File: src/rtl/hazard_pkg.sv
// rtl/hazard_pkg.sv - shared widths, defaults and scoreboard entry type for hazard_ctrl
package hazard_pkg;

    localparam int HZ_TW       = 2;
    localparam int HZ_NSTAGE   = 3;
    localparam int HZ_MULT_LAT = 5;
    localparam int HZ_DIV_LAT  = 10;

    localparam logic [HZ_TW-1:0] TUSE_NONE = '1;

    typedef struct packed {
        logic [4:0]       waddr;
        logic [HZ_TW-1:0] tnew;
    } sb_entry_t;

    function automatic logic [HZ_TW-1:0] tnew_dec(input logic [HZ_TW-1:0] t);
        return (t == '0) ? '0 : t - HZ_TW'(1);
    endfunction

endpackage

File: src/rtl/hazard_ctrl_md_busy_ctr.sv
// rtl/hazard_ctrl_md_busy_ctr.sv - mult/div occupancy down-counter
module md_busy_ctr #(
    parameter int MULT_LAT = 5,
    parameter int DIV_LAT  = 10
) (
    input  logic clk,
    input  logic reset_n,
    input  logic load,
    input  logic is_div,
    output logic md_busy
);

    localparam int MAXLAT = (MULT_LAT > DIV_LAT) ? MULT_LAT : DIV_LAT;
    localparam int CW     = $clog2(MAXLAT + 1);

    logic [CW-1:0] cnt;

    always_ff @(posedge clk or negedge reset_n) begin
        if (!reset_n) begin
            cnt <= '0;
        end else if (load) begin
            cnt <= is_div ? CW'(DIV_LAT) : CW'(MULT_LAT);
        end else if (cnt != '0) begin
            cnt <= cnt - CW'(1);
        end
    end

    assign md_busy = (cnt != '0);

endmodule

File: src/rtl/hazard_ctrl.sv
// rtl/hazard_ctrl.sv - Tnew/Tuse scoreboard stall and forwarding control
module hazard_ctrl
    import hazard_pkg::*;
#(
    parameter int NSTAGE   = HZ_NSTAGE,
    parameter int TW       = HZ_TW,
    parameter int MULT_LAT = HZ_MULT_LAT,
    parameter int DIV_LAT  = HZ_DIV_LAT
) (
    input  logic                            clk,
    input  logic                            reset_n,
    input  logic                            d_valid,
    input  logic [4:0]                      d_rs,
    input  logic [4:0]                      d_rt,
    input  logic [TW-1:0]                   d_tuse_rs,
    input  logic [TW-1:0]                   d_tuse_rt,
    input  logic [4:0]                      d_waddr,
    input  logic [TW-1:0]                   d_tnew,
    input  logic                            d_md_start,
    input  logic                            d_md_is_div,
    input  logic                            d_md_use,
    output logic                            en_pc,
    output logic                            en_f2d,
    output logic                            bubble_d2e,
    output logic                            stall,
    output logic [$clog2(NSTAGE+1)-1:0]     fwd_rs_sel,
    output logic [$clog2(NSTAGE+1)-1:0]     fwd_rt_sel,
    output logic                            md_busy
);

    localparam int SW = $clog2(NSTAGE + 1);

    sb_entry_t         sb [NSTAGE];
    logic [NSTAGE-1:0] hit_rs;
    logic [NSTAGE-1:0] hit_rt;

    logic              rs_found, rt_found;
    logic [TW-1:0]     rs_tnew, rt_tnew;
    logic [SW-1:0]     rs_idx, rt_idx;
    logic              rs_stall, rt_stall, md_stall, md_load;

    // Entry 0 takes the D instruction only when it really moves to E.
    always_ff @(posedge clk or negedge reset_n) begin
        if (!reset_n) begin
            sb[0] <= '0;
        end else if (d_valid && !stall) begin
            sb[0] <= '{waddr: d_waddr, tnew: d_tnew};
        end else begin
            sb[0] <= '0;
        end
    end

    for (genvar k = 1; k < NSTAGE; k++) begin : g_shift
        always_ff @(posedge clk or negedge reset_n) begin
            if (!reset_n) begin
                sb[k] <= '0;
            end else begin
                sb[k] <= '{waddr: sb[k-1].waddr, tnew: tnew_dec(sb[k-1].tnew)};
            end
        end
    end

    for (genvar k = 0; k < NSTAGE; k++) begin : g_cmp
        assign hit_rs[k] = (sb[k].waddr != 5'd0) && (sb[k].waddr == d_rs);
        assign hit_rt[k] = (sb[k].waddr != 5'd0) && (sb[k].waddr == d_rt);
    end

    // Scan from oldest to youngest so the youngest matching entry wins.
    always_comb begin
        rs_found = 1'b0;
        rs_tnew  = '0;
        rs_idx   = '0;
        rt_found = 1'b0;
        rt_tnew  = '0;
        rt_idx   = '0;
        for (int k = NSTAGE - 1; k >= 0; k--) begin
            if (hit_rs[k]) begin
                rs_found = 1'b1;
                rs_tnew  = sb[k].tnew;
                rs_idx   = SW'(k + 1);
            end
            if (hit_rt[k]) begin
                rt_found = 1'b1;
                rt_tnew  = sb[k].tnew;
                rt_idx   = SW'(k + 1);
            end
        end
    end

    assign rs_stall = rs_found && (d_tuse_rs != TUSE_NONE) && (d_tuse_rs < rs_tnew);
    assign rt_stall = rt_found && (d_tuse_rt != TUSE_NONE) && (d_tuse_rt < rt_tnew);
    assign md_stall = d_valid && (d_md_start || d_md_use) && md_busy;

    assign stall      = d_valid && (rs_stall || rt_stall || md_stall);
    assign en_pc      = !stall;
    assign en_f2d     = !stall;
    assign bubble_d2e = stall;

    assign fwd_rs_sel = (rs_found && rs_tnew == '0) ? rs_idx : '0;
    assign fwd_rt_sel = (rt_found && rt_tnew == '0) ? rt_idx : '0;

    assign md_load = d_valid && d_md_start && !stall;

    md_busy_ctr #(
        .MULT_LAT (MULT_LAT),
        .DIV_LAT  (DIV_LAT)
    ) u_md_busy_ctr (
        .clk     (clk),
        .reset_n (reset_n),
        .load    (md_load),
        .is_div  (d_md_is_div),
        .md_busy (md_busy)
    );

endmodule

File: config.mk
export PLATFORM = sky130hd
export DESIGN_NAME = hazard_ctrl
export DESIGN_NICKNAME = d
export VERILOG_FILES = /design/src/rtl/hazard_pkg.sv /design/src/rtl/hazard_ctrl_md_busy_ctr.sv /design/src/rtl/hazard_ctrl.sv
export SDC_FILE = /design/constraint.sdc
export NUM_CORES = 1
export LEC_CHECK = 0
export BUFFER_PORTS_ARGS = -buffer_cell sky130_fd_sc_hd__clkbuf_2
export CORE_MARGIN = 2
export CORE_UTILIZATION = 35
export DETAILED_ROUTE_END_ITERATION = 16
export SYNTH_ARGS = -nofsm -noshare
export SYNTH_HDL_FRONTEND = slang
export SYNTH_SLANG_ARGS = --single-unit
File: constraint.sdc
create_clock -name clk -period 4.5 [get_ports clk]
set_input_delay 0.45 -clock clk [delete_from_list [all_inputs] [get_ports clk]]
set_output_delay 0.45 -clock clk [all_outputs]
set_load 0.05 [all_outputs]
Word-level counts from Yosys, hierarchy flattened --
Index checks and enable logic that the tools add are counted.
Word-level totals: output and inout bits 9, input port bits 27, register bits 25
Cells by class: reductions and logical operators 31, muxes and demuxes 26, eq/ne operators 8, add/sub/neg operators 3, $lt $le $gt $ge 2
Operators by type and width (count):
- two-way mux 2 bit | 16
- equality test 5 bit | 6
- logical AND 1 bit | 18
- nonzero test 5 bit | 3
- two-way mux 4 bit | 3
- zero test 2 bit | 4
- two-way mux 7 bit | 1
- two-way mux 1 bit | 6
- less-than comparator 2 bit | 2
- != test 2 bit (second input constant) | 2
- nonzero test 4 bit | 1
- subtractor 2 x 1 -> 2 bit (second input constant) | 2
- subtractor 4 x 1 -> 4 bit (second input constant) | 1
- logical OR 1 bit | 3
- nonzero test 2 bit | 1
- zero test 1 bit | 1

Longest topological paths before layout --
depth in word-level cells 13, mapped depth 13, gate-level depth less buffers 12

Cells and area by module --
Synthesis repeated with hierarchy kept, for this count alone.
Unflattened totals: cells, all modules 163, area, all modules 1656.6 µm²
Modules (own cells, without submodules):
- hazard_ctrl | cells each 142, instances 1, sequential area each 525.5 µm², area each 1420.1 µm²
- md_busy_ctr | cells each 21, instances 1, sequential area each 100.1 µm², area each 236.5 µm²

Worst setup path after synthesis --
OpenSTA, ideal clock, no wires.
path type register to output, start point register sb[10] in the netlist's numbering, end point output port stall, cell stages (with the launch flop) 14, data arrival time 4751 ps, path slack -701 ps, buffers on the path 1, cell sequence dfrtp_1 > or4_4 > o211a_4 > a211oi_1 > a32o_1 > mux2i_1 > ha_1 > a211oi_1 > a41o_1 > a21oi_1 > o41ai_2 > o21ai_0 > inv_1 > buf_4
Between the ends: cells in the longest elaborated chain, start to end 9, elaborated cells between the ends (all ways) 22, classes of those cells 2 x order compare; 2 x eq/ne; 8 x mux; 10 x reduce/logical
Ends and longest elaborated chain:
- start: declaration | RTL line hazard_ctrl.sv:33 | sb_entry_t sb [NSTAGE];
- start signal: indexed assignment | RTL line hazard_ctrl.sv:58 | sb[k] <= '{waddr: sb[k-1].waddr, tnew: tnew_dec(sb[k-1].tnew)};
- equality test 5 bit, or another cell as far along | RTL line hazard_ctrl.sv:64 | assign hit_rs[k] = (sb[k].waddr != 5'd0) && (sb[k].waddr == d_rs);
- logical AND 1 bit (on tied branches) | RTL line hazard_ctrl.sv:64, hazard_ctrl.sv:65
- two-way mux 2 bit, or another cell as far along (2 in a row) | RTL line hazard_ctrl.sv:77 | if (hit_rs[k]) begin
- less-than comparator 2 bit, or another cell as far along | RTL line hazard_ctrl.sv:90 | assign rs_stall = rs_found && (d_tuse_rs != TUSE_NONE) && (d_tuse_rs < rs_tnew);
- logical AND 1 bit (on tied branches) | RTL line hazard_ctrl.sv:90, hazard_ctrl.sv:91
- logical OR 1 bit * (2 in a row) | RTL line hazard_ctrl.sv:94 | assign stall = d_valid && (rs_stall || rt_stall || md_stall);
- logical AND 1 bit * | RTL line hazard_ctrl.sv:94
- end: declaration | RTL line hazard_ctrl.sv:25 | output logic stall,
Mark *: on every way between the ends. The rest lies on a longest branch, timed or not.

Worst setup path in the final report --
start point register sb[10] in the netlist's numbering, end point output port bubble_d2e
Between the ends: cells in the longest elaborated chain, start to end 9, elaborated cells between the ends (all ways) 22, classes of those cells 2 x order compare; 2 x eq/ne; 8 x mux; 10 x reduce/logical
Ends and longest elaborated chain:
- equality test 5 bit, or another cell as far along | RTL line hazard_ctrl.sv:64
- logical AND 1 bit (on tied branches) | RTL line hazard_ctrl.sv:64, hazard_ctrl.sv:65
- two-way mux 2 bit, or another cell as far along (2 in a row) | RTL line hazard_ctrl.sv:77
- less-than comparator 2 bit, or another cell as far along | RTL line hazard_ctrl.sv:90
- logical AND 1 bit (on tied branches) | RTL line hazard_ctrl.sv:90, hazard_ctrl.sv:91
- logical OR 1 bit * (2 in a row) | RTL line hazard_ctrl.sv:94
- logical AND 1 bit * | RTL line hazard_ctrl.sv:94
- end: declaration | RTL line hazard_ctrl.sv:24 | output logic bubble_d2e,
Marks and branches as above.

==> metrics.md <==
| Metric | Value |
|---|---|
| Leakage | between 0.8 and 0.9 nW |
| Worst EP arrival | 3.68 ns |
| Total Power | around 0.68 mW |
| Placed Area | roughly 0.0019 sq mm |
| Comb power frac | 0.361 |
| Least-Margin Pin Slew | ~0.62 ns |
| Via density per instance | 5.07 |
| Top post-synthesis cells by count | dfrtp_1 (25), xnor2_1 (18), xor2_1 (14) |
| TritonRoute pass-1 iters | 4 |
| CP required | just over 4 ns |
| Clock power share | 0.208 |
| Number of global-route vias before repair | roughly 1200 |
| Synth async-reset ratio | 1.00 |
| Met3 Routed Length | about 120 um |
| Fmax | around 240 MHz |
| Hold_buf cts | 0 |
| Filler cells | between 400 and 500 |
| Power Density | around 360 mW/mm^2 |
| CTS tree | yes |
| Die width | between 70 and 80 um |
| Yosys cell types | between 40 and 50 |
| Maximum VDD drop | roughly 0.0002 V |
| Final instance area | roughly 0.0019 sq mm |
| Total Neg Setup Slack | 0 ns |
| Buffers on Ports | 35 |
| Die ar. | 0.00517 sq mm |
| Later-pin clock latency in the skew report | roughly 0.27 ns |
| Routed wire length on met2 | approximately 1.6 mm |
| Setup violators final | 0 |
| Sink Count | 25 |
| CP max stage delay | about 0.63 ns |
| Critical path type | flop to output port |
| ANT cells | 0 |
| Hold Worst Slack | 0.173 ns |
| Synth Warn # | 0 |
| Remaining DRCs | 0 |
| Root Driver | clkbuf_8 |
| Final core utilization | 0.434 |
| Top-count cell post-synth | dfrtp_1 |
| Max-slew violation count | 0 |
| Largest net degree at the start of global routing | 26 |
| Htree depth | 1 |
| DP Wirelength | around 2.8 mm |
| Syn nets | about 190 |
| Post-CTS Setup Bufs | 0 |
| GR Util All Layers | 0.143 |
| Max Cap Viol | 0 |
| Post-cts sizing count | 0 |
| Iteration-0 DRC Markers | 61 |
| Antenna-violating nets left | 0 |
| Crit-path max FO | 4 |
| Buf+Inv Stages, Crit Path | 2 |
| Primary FF master, synth | dfrtp_1 |
| Avg WL per Cell | 13.6 um |
| Highest-delay cell along the critical path | o41ai_2 |
| Met1 Wirelength | around 1.6 mm |
| GP Congestion | 0.804 |
| Clock slew at reported path FFs | roughly 0.09 ns |
| Total gr overflow | 0 |
| RSZ-0062 raised after global routing | no |
| Initial Util | 0.368 |
| Register area share after synthesis | 0.388 |
| Switch share | 0.361 |
| P_sw | 0.244 mW |
| Row cnt | 24 |
| Final wirelength | about 3.3 mm |
| Synth Register Bits | 25 |
| Top-area cell type share of the netlist area | 0.388 |
| First-pass GRT wire length | ~5.8 mm |
| Period utilisation layout | 0.917 |
| Startpoint class of the critical path | flop |
| Area grow syn2layout | 17.8% |
| Mean Syn Cell Area | 10.3 sq um |
| Worst-case clock buffer depth | 2 |
| Crit-path leading delay family | compound AO/OA/AOI/OAI gates |
| Top post-synthesis cells by area | dfrtp_1 (39%), xnor2_1 (9.8%), xor2_1 (7.6%) |
| Clock Skews | between 0.004 and 0.005 ns |
| Post-synth EDFFs | 0 |
| Syn Inst Count | ~160 |
| Layout cells sized above 1 | 0.289 |
| Chip height | 71.9 um |
| Nets | between 200 and 250 |
| Netlist Area Pre-Place | about 0.0016 sq mm |
| Final Hold Violating Endpoints | 0 |
| Via count | 1248 |
| Max layer used | met4 |
| Pint | about 0.43 mW |
| Reg power frac | 0.430 |
| Top-level I/O count | 36 |
| Cts bufs inserted | 3 |
| Antenna violations before repair | 0 |
| Largest area contributor in the netlist | dfrtp_1 |
| Worst path cell trace | or4_4 -> nor2_1 -> or3_1 -> nand3_1 -> a31o_2 -> ha_1 -> o21ai_0 -> nand2b_1 -> o41ai_2 -> o21ai_2 -> inv_1 -> clkbuf_2 |
| Relative slew margins | 0.579 |
| Crit end category | output port |
| Core area | 0.00438 sq mm |
| Tmin final | just over 4 ns |
| Worst hold path class | input pin to async pin |
| Status | finished clean |
-- layout by cell type (no fill, tap or decap), drive strengths merged, types with 4 or more instances in the layout --
cell	instances
clkbuf	38
inv	9
o21ai	6
dfrtp	25
xnor2	18
nor2	9
ha	4
nand2	6
nand3	5
nor3	10
and2	9
xor2	14
-- layout make-up --
type | instances | area, sq um | share of cell area
well taps | 52 | 65.1 | 0.0342
clock buffers | 3 | 41.3 | 0.0217
flip-flops and latches | 25 | 626 | 0.329
inverters | 8 | 30.0 | 0.0158
repair buffers | 36 | 183 | 0.0961
clock inverters | 1 | 8.76 | 0.00461
multi-input cells | 121 | 947 | 0.498
-- final timing paths --
path                             from                    to  slack, ns  depth (start not counted)
max                            sb[10]            bubble_d2e       0.37                         12
max reg2reg                    sb[10]  u_md_busy_ctr.cnt[1]       1.00                         12
max in group asynchronous     reset_n                 sb[7]       3.92                          1
min reg2reg                    sb[20]                sb[13]       0.46                          0
min in group clk           d_waddr[2]                sb[18]       0.37                          2
min                           reset_n                sb[11]       0.17                          1
-- registers in the layout (all words and copies together) (netlist names) --
signal             cells
u_md_busy_ctr.cnt      4
sb                    21
-- power by group through the flow --
stage               clock network (mW)  registers (mW)  logic, mW
CTS                              0.149           0.290      0.248
global route                     0.162           0.295      0.269
global placement                     0           0.293      0.245
finish                           0.141           0.291      0.244
detailed placement                   0           0.294      0.247
floorplan                            0           0.286      0.193
-- logic make-up after synthesis --
group	count (synthesis)	share of synthesized area
AO/OA/AOI/OAI	26	0.144
buffers and inverters	10	0.0279
AND/OR/NAND/NOR	55	0.208
flip-flops	25	0.388
adder cells (fa/ha/maj)	4	0.0310
XOR/XNOR	32	0.174
multiplexers	4	0.0279
-- per-stage QoR --
stage	worst slack [ns]	cells
after CTS	0.347	246
after floorplan	0.294	156
after detailed placement	0.659	242
after global routing	0.130	246
final	0.373	246
after global placement	0.750	242
-- metal layers --
metal | vias up | global-route usage
met1 | 591 | 0.202
met4 | 0 | 0.0377
met5 | - | 0
li1 | 628 | -
met3 | 2 | 0.0222
met2 | 27 | 0.233
(Power assumes the default switching activity.)
